==> src/rtl/mccpu_pkg.sv <==
// Shared encodings for the multicycle MIPS control sequencer: state codes,
// opcode/funct values, datapath select codes and the decoded-instruction record.
package mccpu_pkg;

    localparam logic [2:0] ST_FETCH  = 3'd0;
    localparam logic [2:0] ST_DECODE = 3'd1;
    localparam logic [2:0] ST_EXEC   = 3'd2;
    localparam logic [2:0] ST_ALUWB  = 3'd3;
    localparam logic [2:0] ST_MEMRD  = 3'd4;
    localparam logic [2:0] ST_MEMWB  = 3'd5;
    localparam logic [2:0] ST_MEMWR  = 3'd6;

    localparam logic [5:0] OP_RTYPE = 6'b000000;
    localparam logic [5:0] OP_LW    = 6'b100011;
    localparam logic [5:0] OP_SW    = 6'b101011;
    localparam logic [5:0] OP_BEQ   = 6'b000100;
    localparam logic [5:0] OP_BNE   = 6'b000101;
    localparam logic [5:0] OP_ADDI  = 6'b001000;
    localparam logic [5:0] OP_ORI   = 6'b001101;
    localparam logic [5:0] OP_LUI   = 6'b001111;
    localparam logic [5:0] OP_J     = 6'b000010;
    localparam logic [5:0] OP_JAL   = 6'b000011;

    localparam logic [5:0] F_ADD = 6'b100000;
    localparam logic [5:0] F_SUB = 6'b100010;
    localparam logic [5:0] F_AND = 6'b100100;
    localparam logic [5:0] F_OR  = 6'b100101;
    localparam logic [5:0] F_SLT = 6'b101010;
    localparam logic [5:0] F_SLL = 6'b000000;
    localparam logic [5:0] F_SRL = 6'b000010;
    localparam logic [5:0] F_JR  = 6'b001000;

    localparam logic [3:0] ALU_NOP = 4'b0000;
    localparam logic [3:0] ALU_ADD = 4'b0001;
    localparam logic [3:0] ALU_SUB = 4'b0010;
    localparam logic [3:0] ALU_AND = 4'b0011;
    localparam logic [3:0] ALU_OR  = 4'b0100;
    localparam logic [3:0] ALU_SLT = 4'b0101;
    localparam logic [3:0] ALU_SLL = 4'b0110;
    localparam logic [3:0] ALU_SRL = 4'b0111;
    localparam logic [3:0] ALU_LUI = 4'b1000;

    localparam logic [1:0] NPC_PC4    = 2'b00;
    localparam logic [1:0] NPC_BRANCH = 2'b01;
    localparam logic [1:0] NPC_JUMP   = 2'b10;
    localparam logic [1:0] NPC_JR     = 2'b11;

    localparam logic [1:0] WD_ALU = 2'b00;
    localparam logic [1:0] WD_MEM = 2'b01;
    localparam logic [1:0] WD_PC4 = 2'b10;

    localparam logic [1:0] GPR_RD  = 2'b00;
    localparam logic [1:0] GPR_RT  = 2'b01;
    localparam logic [1:0] GPR_R31 = 2'b10;

    typedef enum logic [3:0] {
        CLS_RTYPE,
        CLS_ITYPE,
        CLS_LOAD,
        CLS_STORE,
        CLS_BRANCH,
        CLS_JUMP,
        CLS_JAL,
        CLS_JR,
        CLS_ILLEGAL
    } instr_class_e;

    typedef struct packed {
        instr_class_e cls;
        logic         isBne;
        logic [3:0]   aluOp;
        logic         extOp;
        logic         aluSrc;
        logic         aluSrcA;
    } dec_t;

endpackage

==> src/rtl/mccpu_decode.sv <==
// Combinational instruction classifier: maps the IR opcode/funct to an
// instruction class plus the ALU and immediate-extension controls.
module mccpu_decode
    import mccpu_pkg::*;
(
    input  logic [5:0] i_op,
    input  logic [5:0] i_funct,
    output dec_t       o_dec
);

    // Anything not explicitly recognised falls through as ILLEGAL with all controls idle.
    always_comb begin
        o_dec     = '0;
        o_dec.cls = CLS_ILLEGAL;
        case (i_op)
            OP_RTYPE: begin
                o_dec.cls = CLS_RTYPE;
                case (i_funct)
                    F_ADD: o_dec.aluOp = ALU_ADD;
                    F_SUB: o_dec.aluOp = ALU_SUB;
                    F_AND: o_dec.aluOp = ALU_AND;
                    F_OR:  o_dec.aluOp = ALU_OR;
                    F_SLT: o_dec.aluOp = ALU_SLT;
                    F_SLL: begin
                        o_dec.aluOp   = ALU_SLL;
                        o_dec.aluSrcA = 1'b1;
                    end
                    F_SRL: begin
                        o_dec.aluOp   = ALU_SRL;
                        o_dec.aluSrcA = 1'b1;
                    end
                    F_JR:    o_dec.cls = CLS_JR;
                    default: o_dec.cls = CLS_ILLEGAL;
                endcase
            end
            OP_ADDI: begin
                o_dec.cls    = CLS_ITYPE;
                o_dec.aluOp  = ALU_ADD;
                o_dec.extOp  = 1'b1;
                o_dec.aluSrc = 1'b1;
            end
            OP_ORI: begin
                o_dec.cls    = CLS_ITYPE;
                o_dec.aluOp  = ALU_OR;
                o_dec.aluSrc = 1'b1;
            end
            OP_LUI: begin
                o_dec.cls    = CLS_ITYPE;
                o_dec.aluOp  = ALU_LUI;
                o_dec.aluSrc = 1'b1;
            end
            OP_LW: begin
                o_dec.cls    = CLS_LOAD;
                o_dec.aluOp  = ALU_ADD;
                o_dec.extOp  = 1'b1;
                o_dec.aluSrc = 1'b1;
            end
            OP_SW: begin
                o_dec.cls    = CLS_STORE;
                o_dec.aluOp  = ALU_ADD;
                o_dec.extOp  = 1'b1;
                o_dec.aluSrc = 1'b1;
            end
            OP_BEQ: begin
                o_dec.cls   = CLS_BRANCH;
                o_dec.aluOp = ALU_SUB;
                o_dec.extOp = 1'b1;
            end
            OP_BNE: begin
                o_dec.cls   = CLS_BRANCH;
                o_dec.aluOp = ALU_SUB;
                o_dec.extOp = 1'b1;
                o_dec.isBne = 1'b1;
            end
            OP_J:    o_dec.cls = CLS_JUMP;
            OP_JAL:  o_dec.cls = CLS_JAL;
            default: o_dec.cls = CLS_ILLEGAL;
        endcase
    end

endmodule

==> src/rtl/mccpu_ctrl.sv <==
// Multicycle control sequencer: state register, next-state logic and the
// per-state datapath strobes for the shared-register MIPS datapath.
module mccpu_ctrl
    import mccpu_pkg::*;
(
    input  logic       clk,
    input  logic       rst,
    input  logic [5:0] Op,
    input  logic [5:0] Funct,
    input  logic       Zero,
    input  logic       mem_ready,
    output logic       PCWrite,
    output logic       IRWrite,
    output logic       RegWrite,
    output logic       MemRead,
    output logic       MemWrite,
    output logic       EXTOp,
    output logic [3:0] ALUOp,
    output logic       ALUSrcA,
    output logic       ALUSrc,
    output logic [1:0] NPCOp,
    output logic [1:0] WDSel,
    output logic [1:0] GPRSel,
    output logic       instr_done,
    output logic       illegal,
    output logic [2:0] state
);

    logic [2:0] r_state;
    logic       r_illegal;
    logic [2:0] w_next;
    dec_t       w_dec;
    logic       w_pcWrite, w_irWrite, w_regWrite, w_memRead, w_memWrite;
    logic [1:0] w_npcOp, w_wdSel, w_gprSel;
    logic       w_aluActive;
    logic       w_illegalSet;

    mccpu_decode u_decode (
        .i_op    (Op),
        .i_funct (Funct),
        .o_dec   (w_dec)
    );

    assign w_illegalSet = (r_state == ST_DECODE) && (w_dec.cls == CLS_ILLEGAL);

    always_ff @(posedge clk or posedge rst) begin
        if (rst) begin
            r_state   <= ST_FETCH;
            r_illegal <= 1'b0;
        end else begin
            r_state <= w_next;
            if (w_illegalSet)
                r_illegal <= 1'b1;
        end
    end

    // Illegal instructions retire in DECODE as a plain PC+4 so the CPU keeps running.
    always_comb begin
        w_next     = r_state;
        w_pcWrite  = 1'b0;
        w_irWrite  = 1'b0;
        w_regWrite = 1'b0;
        w_memRead  = 1'b0;
        w_memWrite = 1'b0;
        w_npcOp    = NPC_PC4;
        w_wdSel    = WD_ALU;
        w_gprSel   = GPR_RD;
        case (r_state)
            ST_FETCH: begin
                w_irWrite = 1'b1;
                w_next    = ST_DECODE;
            end
            ST_DECODE: begin
                case (w_dec.cls)
                    CLS_JUMP: begin
                        w_pcWrite = 1'b1;
                        w_npcOp   = NPC_JUMP;
                        w_next    = ST_FETCH;
                    end
                    CLS_JAL: begin
                        w_pcWrite  = 1'b1;
                        w_npcOp    = NPC_JUMP;
                        w_regWrite = 1'b1;
                        w_gprSel   = GPR_R31;
                        w_wdSel    = WD_PC4;
                        w_next     = ST_FETCH;
                    end
                    CLS_JR: begin
                        w_pcWrite = 1'b1;
                        w_npcOp   = NPC_JR;
                        w_next    = ST_FETCH;
                    end
                    CLS_ILLEGAL: begin
                        w_pcWrite = 1'b1;
                        w_next    = ST_FETCH;
                    end
                    default: w_next = ST_EXEC;
                endcase
            end
            ST_EXEC: begin
                case (w_dec.cls)
                    CLS_BRANCH: begin
                        w_pcWrite = 1'b1;
                        if (w_dec.isBne ^ Zero)
                            w_npcOp = NPC_BRANCH;
                        w_next = ST_FETCH;
                    end
                    CLS_LOAD:  w_next = ST_MEMRD;
                    CLS_STORE: w_next = ST_MEMWR;
                    default:   w_next = ST_ALUWB;
                endcase
            end
            ST_ALUWB: begin
                w_regWrite = 1'b1;
                w_gprSel   = (w_dec.cls == CLS_ITYPE) ? GPR_RT : GPR_RD;
                w_pcWrite  = 1'b1;
                w_next     = ST_FETCH;
            end
            ST_MEMRD: begin
                w_memRead = 1'b1;
                if (mem_ready)
                    w_next = ST_MEMWB;
            end
            ST_MEMWB: begin
                w_regWrite = 1'b1;
                w_wdSel    = WD_MEM;
                w_gprSel   = GPR_RT;
                w_pcWrite  = 1'b1;
                w_next     = ST_FETCH;
            end
            ST_MEMWR: begin
                w_memWrite = 1'b1;
                if (mem_ready) begin
                    w_pcWrite = 1'b1;
                    w_next    = ST_FETCH;
                end
            end
            default: w_next = ST_FETCH;
        endcase
    end

    // Reset gates everything combinationally so strobes drop without waiting for a clock.
    assign w_aluActive = (r_state != ST_FETCH) && !rst;

    assign PCWrite    = w_pcWrite  & ~rst;
    assign IRWrite    = w_irWrite  & ~rst;
    assign RegWrite   = w_regWrite & ~rst;
    assign MemRead    = w_memRead  & ~rst;
    assign MemWrite   = w_memWrite & ~rst;
    assign NPCOp      = rst ? NPC_PC4 : w_npcOp;
    assign WDSel      = rst ? WD_ALU  : w_wdSel;
    assign GPRSel     = rst ? GPR_RD  : w_gprSel;
    assign ALUOp      = w_aluActive ? w_dec.aluOp : ALU_NOP;
    assign EXTOp      = w_aluActive & w_dec.extOp;
    assign ALUSrc     = w_aluActive & w_dec.aluSrc;
    assign ALUSrcA    = w_aluActive & w_dec.aluSrcA;
    assign instr_done = PCWrite;
    assign illegal    = r_illegal;
    assign state      = r_state;

endmodule
==> config.mk <==
export PLATFORM = sky130hd
export DESIGN_NAME = mccpu_ctrl
export DESIGN_NICKNAME = d
export VERILOG_FILES = /design/src/rtl/mccpu_pkg.sv /design/src/rtl/mccpu_decode.sv /design/src/rtl/mccpu_ctrl.sv
export SDC_FILE = /design/constraint.sdc
export NUM_CORES = 1
export LEC_CHECK = 0
export ABC_CLOCK_PERIOD_IN_PS = 3900
export CELL_PAD_IN_SITES_DETAIL_PLACEMENT = 1
export CELL_PAD_IN_SITES_GLOBAL_PLACEMENT = 2
export CORE_MARGIN = 3
export CORE_UTILIZATION = 23
export DETAILED_ROUTE_END_ITERATION = 10
export PLACE_DENSITY_LB_ADDON = 0.1
export SLEW_MARGIN = 20
export SYNTH_ARGS = -nofsm -noshare
export SYNTH_HDL_FRONTEND = slang
export SYNTH_SLANG_ARGS = --single-unit
==> constraint.sdc <==
create_clock -name clk -period 3.9 [get_ports clk]
set_clock_uncertainty 0.2 [all_clocks]
set_input_delay 0.39 -clock clk [delete_from_list [all_inputs] [get_ports clk]]
set_output_delay 0.39 -clock clk [all_outputs]
set_load 0.02 [all_outputs]
Yosys cells after proc, flatten, opt, wreduce, memory -nomap -nowiden
Index checks and enable logic that the tools add are counted.
{ "totals": {"wordCells": 97, "latch_bits": 0, "output_inout_bits": 23, "ramBits": 0, "rom_bits": 0, "inputBits": 16, "mem_count": 0, "reg_bits": 4} }
{ "classes": {"reduce_logical": 18, "eq_ne": 32, "n_shift": 0, "bitwise_logic": 10, "addsub": 0, "magnitude_cmp": 0, "n_mul": 0, "n_mux": 35, "div_mod_pow": 0} }
{ "ops": {"columns": ["operator", "count"], "rows": [
  ["$eq 6x6->1 const B", 7],
  ["$pmux 4 s7", 1],
  ["$eq 6x4->1 const B", 4],
  ["$pmux 3 s7", 1],
  ["$pmux 4 s5", 1],
  ["$eq 6x2->1 const B", 3],
  ["$eq 4x3->1 const B", 4],
  ["$mux 1", 15],
  ["$pmux 3 s5", 1],
  ["$eq 6x3->1 const B", 2],
  ["$logic_not 6->1", 2],
  ["$pmux 2 s2", 3],
  ["$mux 2", 5],
  ["$reduce_or 5->1", 2],
  ["$eq 3x3->1 const B", 3],
  ["$pmux 3 s3", 1],
  ["$and 1x1->1", 8],
  ["$eq 4x2->1 const B", 2],
  ["$pmux 4 s2", 1],
  ["$reduce_or 2->1", 4],
  ["$reduce_or 7->1", 1],
  ["$eq 3x2->1 const B", 2],
  ["$mux 3", 2],
  ["$pmux 2 s3", 1],
  ["16 further kinds", 19]
]} }

Depth between registers and ports, before layout
Gate-level depths: netlist of run 1.
{ "depth": {"ltp_word": 9, "ltp_mapped": 7, "depth_no_buf": 5} }

Hierarchy
From an unflattened synthesis of run 1, not the netlist that was laid out.
{ "hier_totals": {"hier_cells": 135, "hier_area_um2": 942.2} }
{ "by_module_without_submodules": {"columns": ["module", "seq_area_each_um2", "area_each_um2", "cells_per_inst", "instances"], "rows": [
  ["mccpu_ctrl", 100.1, 520.5, 71, 1],
  ["mccpu_decode", 0.0, 421.7, 64, 1]
]} }

Least setup slack after synthesis of run 1
Ideal clock, no wire load.
{ "synth_path": {"path_kind": "input-to-output", "start": "input Op[3]", "end": "output instr_done", "path_slack_ns": 1.494, "n_path_buf": 2, "stages": 7, "required_ns": 3.310, "arrival_ns": 1.816, "cell_sequence": "buf_6 nor4_4 nand2_2 a21oi_2 a211oi_2 o22ai_1 buf_4"} }
{ "synth_between": {"elab_chain_cells": 8, "word_cells_on_any_way": 23, "cone_classes": "eq/ne (14); mux (4); bitwise (1); reduce/logical (4)"} }
{ "synth_lines": {"columns": ["element", "line", "source"], "rows": [
  ["start: declaration", "mccpu_ctrl.sv:8", "input logic [5:0] Op,"],
  ["$eq 6x4->1 / $eq 6x3->1 (equally long branches)", "mccpu_decode.sv:15", "case (i_op)"],
  ["$reduce_or 3->1 (no source line) / $reduce_or 2->1 (equally long branches)", null, null],
  ["$pmux 4 s7 *", "mccpu_decode.sv:15", null],
  ["$eq 4x4->1 / $eq 4x3->1 (equally long branches)", "mccpu_ctrl.sv:74", "case (w_dec.cls)"],
  ["$reduce_or 4->1 (no source line)", null, null],
  ["$mux 1", "mccpu_ctrl.sv:74", null],
  ["$pmux 1 s4 *", "mccpu_ctrl.sv:68", "case (r_state)"],
  ["$and 1x1->1 *", "mccpu_ctrl.sv:145", "assign PCWrite = w_pcWrite & ~rst;"],
  ["end: declaration", "mccpu_ctrl.sv:24", "output logic instr_done,"]
]} }
Mark *: on every way between the ends. The rest lies on a longest branch, timed or not.

Worst setup path in the final report of run 1
{ "layout_path": {"start": "input Op[2]", "end": "output ALUSrcA"} }
{ "layout_between": {"elab_chain_cells": 3} }
{ "layout_lines": {"columns": ["element", "line", "source"], "rows": [
  ["$logic_not 6->1", "mccpu_decode.sv:15", null],
  ["$mux 1", "mccpu_decode.sv:15", null],
  ["$and 1x1->1", "mccpu_ctrl.sv:156", "assign ALUSrcA = w_aluActive & w_dec.aluSrcA;"],
  ["end: declaration", "mccpu_ctrl.sv:19", "output logic ALUSrcA,"]
]} }
Every way passes these cells.

==> flow_summary.yaml, run 1 <==
clock_network:
  ctsRootBufferMaster: "clkbuf_8"
  clkLatencyLatePin_ps: 210
  max-clock-path-buffers: 2
  cts_tree: "yes"
  postCtsSetupRepairBufs: 0
  cts_sinks: 4
  ctsHoldBuffers: 0
  cts_resized: 0
  path_clk_slew_ps: 30
  htreeDepth: 1
  cts-buffers-inserted: 3
route:
  viasPerCell: 5.19
  drt_iter0_markers: 53
  ant_nets: 0
  first_pass_iters: 4
  vias: 1063
  drt-total-wl_mm: 3.17
  routedWlPerCell_um: 15.4
  drc: 0
yosys:
  synth_nets: 144
  synthArstFlopShare_pct: 100
  synthSimpleGateAreaFrac_pct: 44.3
  ys_warn_count: 0
  syn_area_um2: 903
  ys_types: 47
  syn_avg_cell_area_um2: 7.06
  synth_top_family_by_area: "simple AND/OR/NAND/NOR gates"
  synthCells: 128
  synth_edf_count: 0
  synth_mux_area_share_pct: 1.25
  ys_ff_latch: 4
  ys.flop_type: "dfrtp_1"
  ys_seq_area_share_pct: 11.1
  synth_compound_area_share_pct: 28.8
  synth_adder_area_share_pct: 0
  synth_xor_area_share_pct: 3.88
layout:
  syn_to_final_growth_pct: 43.9
  layout_commonest_cell: "clkdlybuf4s50_1"
  drive_gt1_share_pct: 8.92
  nets: 175
  utilization_pct: 35.0
  final_cell_mix: "clkdlybuf4s50_1 (38), nor2_1 (15), a21oi_1 (14)"
  diodes: 0
grt:
  overflow: 0
  antenna_found_initial: 0
  first_global_vias: 1064
  grt_use_total_pct: 13.9
  grt_pass1_wl_mm: 5.15
  grt_start_max_net_pins: 18
floorplan:
  core-area_mm2: 0.00372
  start_util_pct: 24.3
  die-height_um: 68.7
  io_pins: 39
  die_w_um: 68.7
  fp.dieArea_mm2: 0.00472
  num_rows: 22
power:
  power.switching_mw: 0.109
  ir_drop_v: 0.0000655
  leakagePower_nw: 0.463
  p_seq_share_pct: 22.4
  p_clk_share_pct: 31.0
  p_comb_share_pct: 46.7
  power.share.switching_pct: 39.1
  p_int_mw: 0.169
  power.density_mw_per_mm2: 214
setup_path:
  cp.arrival_ps: 2860
  critical_path.startpoint_type: "input port"
  crit_top_cell: "clkdlybuf4s50_1"
  cpMaxStageDelayCell: "clkdlybuf4s50_1"
  critPathMaxFanout: 15
  critPathKind: "in2out"
  cp_cell_sequence: "clkdlybuf4s50_1 > nor4_4 > nand2_2 > nor4_1 > nor4b_2 > clkdlybuf4s50_1"
  crit_path_end_kind: "output pin"
  slowest_delay_ps: 690
  crit_buf_inv: 2
  critPathTopFamily: "buffers and inverters"
  required_ps: 3310
timing:
  relSlewSlack_pct: 45.4
  finalHoldWorstSlack_ps: 247
  setup_viol: 0
  layout_min_cycle_time_ps: 3450
  setup_tns_ps: 0
  rsz0062_at_grt: "no"
  timing.final.crit_share_pct: 88.5
  report.final.slew_viol_count: 0
  finalHoldViolCount: 0
  worst_slew_pin_slew_ps: 812
  fin_ws_ps: 449
  fmax_mhz: 290
placement:
  place.gp.congestion: 0.767
  io_buffers: 38
  post-place-ws_ps: 419
  dp_hpwl_mm: 2.47
job:
  maxCapViolations: 0
run_status:
  status: "finished clean"
hold_path:
  min_path_type: "reg2reg"
[power by group through the flow]
| stage | Combinational, mW | Clock (mW) | Sequential [mW] |
|---|---|---|---|
| detailed placement | 0.130 | 0 | 0.0631 |
| CTS | 0.131 | 0.0878 | 0.0626 |
| finish | 0.130 | 0.0862 | 0.0622 |
| global placement | 0.129 | 0 | 0.0625 |
| floorplan | 0.0847 | 0 | 0.0555 |
| global route | 0.142 | 0.0899 | 0.0654 |
[final cells by class]
| class | instances | area (um2) |
|---|---|---|
| Fill cell | 499 | 2420 |
| Multi-Input combinational cell | 109 | 707 |
| Timing Repair Buffer | 38 | 380 |
| Sequential cell | 4 | 100 |
| Tap cell | 48 | 60.1 |
| Clock buffer | 3 | 41.3 |
| Inverter | 3 | 11.3 |
[kinds of logic (layout without fill, tap and decap cells)]
| group | Yosys count | in the layout |
|---|---|---|
| AO/OA/AOI/OAI | 37 | 37 |
| AND/OR/NAND/NOR | 67 | 67 |
| multiplexers | 1 | 1 |
| flip-flops | 4 | 4 |
| buffers and inverters | 15 | 44 |
| XOR/XNOR | 4 | 4 |
[final timing paths]
| check | start | to | slack (ps) | cells after the start |
|---|---|---|---|---|
| worst min-delay path | illegal | illegal | 250 | 1 |
| min in group asynchronous | rst | state[2] | 430 | 2 |
| max in group asynchronous | rst | state[0] | 2830 | 2 |
| worst min register to register | illegal | illegal | 250 | 1 |
| worst max register to register | state[0] | state[1] | 2310 | 4 |
| worst max-delay path | Op[2] | ALUSrcA | 450 | 6 |
[synth_stat cells (4+ instances only)]
cell      instances  share of area (%)
nand2b_1          4                2.8
nor2_1           15                6.2
nor3_1            8                4.4
o22ai_1           4                2.8
a21oi_1          14                7.8
buf_4             4                3.3
and3_1            4                2.8
nand2_1           8                3.3
or3_1             4                2.8
dfrtp_1           4                 11
nand3_1           5                2.8
[through the flow]
step | power (mW) | instances | instance area, um2
floorplan | 0.140 | 128 | 903
global placement | 0.192 | 202 | 1260
detailed placement | 0.193 | 202 | 1260
CTS | 0.281 | 205 | 1300
global route | 0.297 | 205 | 1300
finish | 0.278 | 205 | 1300
[per-layer routing]
layer | GRT usage [%] | vias up | wire [um] | part of all wire [%]
met5 | 0 | - | 0 | 0
met4 | 2.23 | 0 | 0 | 0
met3 | 0.162 | 0 | 87 | 2.7
met2 | 21.9 | 21 | 1450 | 46
met1 | 21.2 | 509 | 1630 | 51
li1 | - | 533 | - | -
[sequential cells by signal (all words and copies together), names as in the netlist]
name     flops
state        3
illegal      1
Power figures use the tool's default switching activity.
==> run 2: changes to the inputs <==
- CORE_ASPECT_RATIO: unset -> 0.7
==> run 2 against run 1 <==
  * Total power grew 0.38%
  * Hold slack gained 33 ps
  * Combinational power about the same
  * Register-to-register slack got worse by 30 ps
  * Critical endpoint unchanged
  * Critical path depth did not move
  * Via count increased by 3.6%
  * Global-route usage grew 0.84 points
  * Count of clock-buffer cells in the layout is the same
  * Fmax increased by 0.40%
  * Sequential power about the same
  * Clock power is essentially flat
==> flow_summary.yaml, run 2 (synthesized netlist as in run 1, its figures left out) <==
run_status:
  status: "finished clean"
power:
  leakagePower_nw: 0.463
  design_power_total_mw: 0.279
  power.density_mw_per_mm2: 214
  ir_drop_v: 0.000149
hold_path:
  min_path_type: "reg2reg"
  min_from: "illegal"
  min_path_cells: 1
  hold-path-endpoint: "illegal"
layout:
  multi_input_area_um2: 707
  nets: 175
  regArea_um2: 100
  layout_commonest_cell: "clkdlybuf4s50_1"
  largest_register_ffs: 3
  diodes: 0
  syn_to_final_growth_pct: 44.2
  final_cell_mix: "clkdlybuf4s50_1 (38), nor2_1 (15), a21oi_1 (14)"
  drive_gt1_share_pct: 8.92
  nFillCells: 455
setup_path:
  cp.arrival_ps: 2850
  critPathMaxFanout: 15
  critPathKind: "in2out"
  rrSetupSlack_ps: 2280
  critPathTopFamily: "buffers and inverters"
  crit_top_cell: "clkdlybuf4s50_1"
  required_ps: 3310
  critical_path.startpoint_type: "input port"
  r2r_start: "state[2]"
  crit_buf_inv: 2
  slowest_delay_ps: 690
  regToRegEndpoint: "state[1]"
  crit_path_end_kind: "output pin"
  cp_cell_sequence: "clkdlybuf4s50_1 > nor4_4 > nand2_2 > nor4_1 > nor4b_2 > clkdlybuf4s50_1"
  reg2reg_depth: 3
  cpMaxStageDelayCell: "clkdlybuf4s50_1"
timing:
  rsz0062_at_grt: "no"
  report.final.slew_viol_count: 0
  finalHoldViolCount: 0
  layout_min_cycle_time_ps: 3440
  relSlewSlack_pct: 44.0
  worst_slew_pin_slew_ps: 833
  timing.final.crit_share_pct: 88.1
  fmax_mhz: 291
  setup_viol: 0
  setup_tns_ps: 0
route:
  drt-total-wl_mm: 3.29
  ant_nets: 0
  drc: 0
  first_pass_iters: 4
  drt_iter0_markers: 33
  viasPerCell: 5.32
  vias: 1101
  routedWlPerCell_um: 15.9
floorplan:
  die_w_um: 80.9
  io_pins: 39
  start_util_pct: 24.8
  fp.dieArea_mm2: 0.00473
  core-area_mm2: 0.00365
  num_rows: 18
  die-height_um: 58.4
placement:
  dp_hpwl_mm: 2.61
  place.gp.congestion: 0.801
  io_buffers: 38
grt:
  overflow: 0
  antenna_found_initial: 0
  grt_pass1_wl_mm: 5.49
  first_global_vias: 1105
  grt_use_total_pct: 14.7
  grt_start_max_net_pins: 18
clock_network:
  cts_sinks: 4
  cts-buffers-inserted: 3
  path_clk_slew_ps: 30
  max-clock-path-buffers: 2
  htreeDepth: 1
  postCtsSetupRepairBufs: 0
  cts_tree: "yes"
  ctsRootBufferMaster: "clkbuf_8"
  ctsHoldBuffers: 0
  clkLatencyLatePin_ps: 210
  cts_resized: 0
job:
  maxCapViolations: 0
run 2: cell counts in the layout (fill, tap and decap cells not counted):
No cell type changed its count.
run 2: worst max path at each step:
stage | end | startpoint | cells after the start | slack [ps]
floorplan | instr_done | Op[3] | 7 | 1490
global placement | instr_done | Op[2] | 6 | 520
detailed placement | PCWrite | Op[2] | 6 | 470
CTS | ALUSrcA | Op[2] | 6 | 460
global route | ALUSrcA | Op[2] | 6 | 230
finish | ALUSrcA | Op[2] | 6 | 460
run 2: area by class of cell:
cell class / instances / share of cell area, %
Clock buffer: 3 / 3.17
Inverter: 3 / 0.865
Multi-Input combinational cell: 109 / 54.3
Sequential cell: 4 / 7.68
Tap cell: 50 / 4.80
Timing Repair Buffer: 38 / 29.2
run 2: power by group:
group          switching, mW  total [mW]  internal (mW)
sequential            0.0161      0.0621         0.0460
clock                 0.0204      0.0861         0.0657
combinational         0.0733       0.131         0.0577
total                  0.110       0.279          0.169
run 2: layer usage:
metal	up-vias	GRT usage (%)	share of wire [%]
met2	30	20.7	42
met1	535	22.6	52
met3	2	4.43	5.8
met5	-	0	0
li1	534	-	-
met4	0	1.20	0.24
run 2: worst reg2reg max path, delay by kind of cell, from the launching register on:
family | cells | cell delay (ps)
AND/OR/NAND/NOR | 1 | 480
AO/OA/AOI/OAI | 2 | 330
flip-flops | 1 | 550
run 2: per-stage QoR:
step	cell area (um2)	setup WS, ps	util (%)	hold WS (ps)	instances
6_report	1300	463	35.7	280	207
3_3_place_gp	1260	521	34.6	243	204
4_1_cts	1300	462	35.7	290	207
3_5_place_dp	1260	468	34.6	283	204
2_1_floorplan	903	1490	-	-8.83	128
5_1_grt	1300	231	35.7	315	207
==> run 3: changes to the inputs <==
- SLEW_MARGIN: 20 -> unset
==> results of run 3 <==
No change in the layout: final DEF, timing and power equal those of run 2.
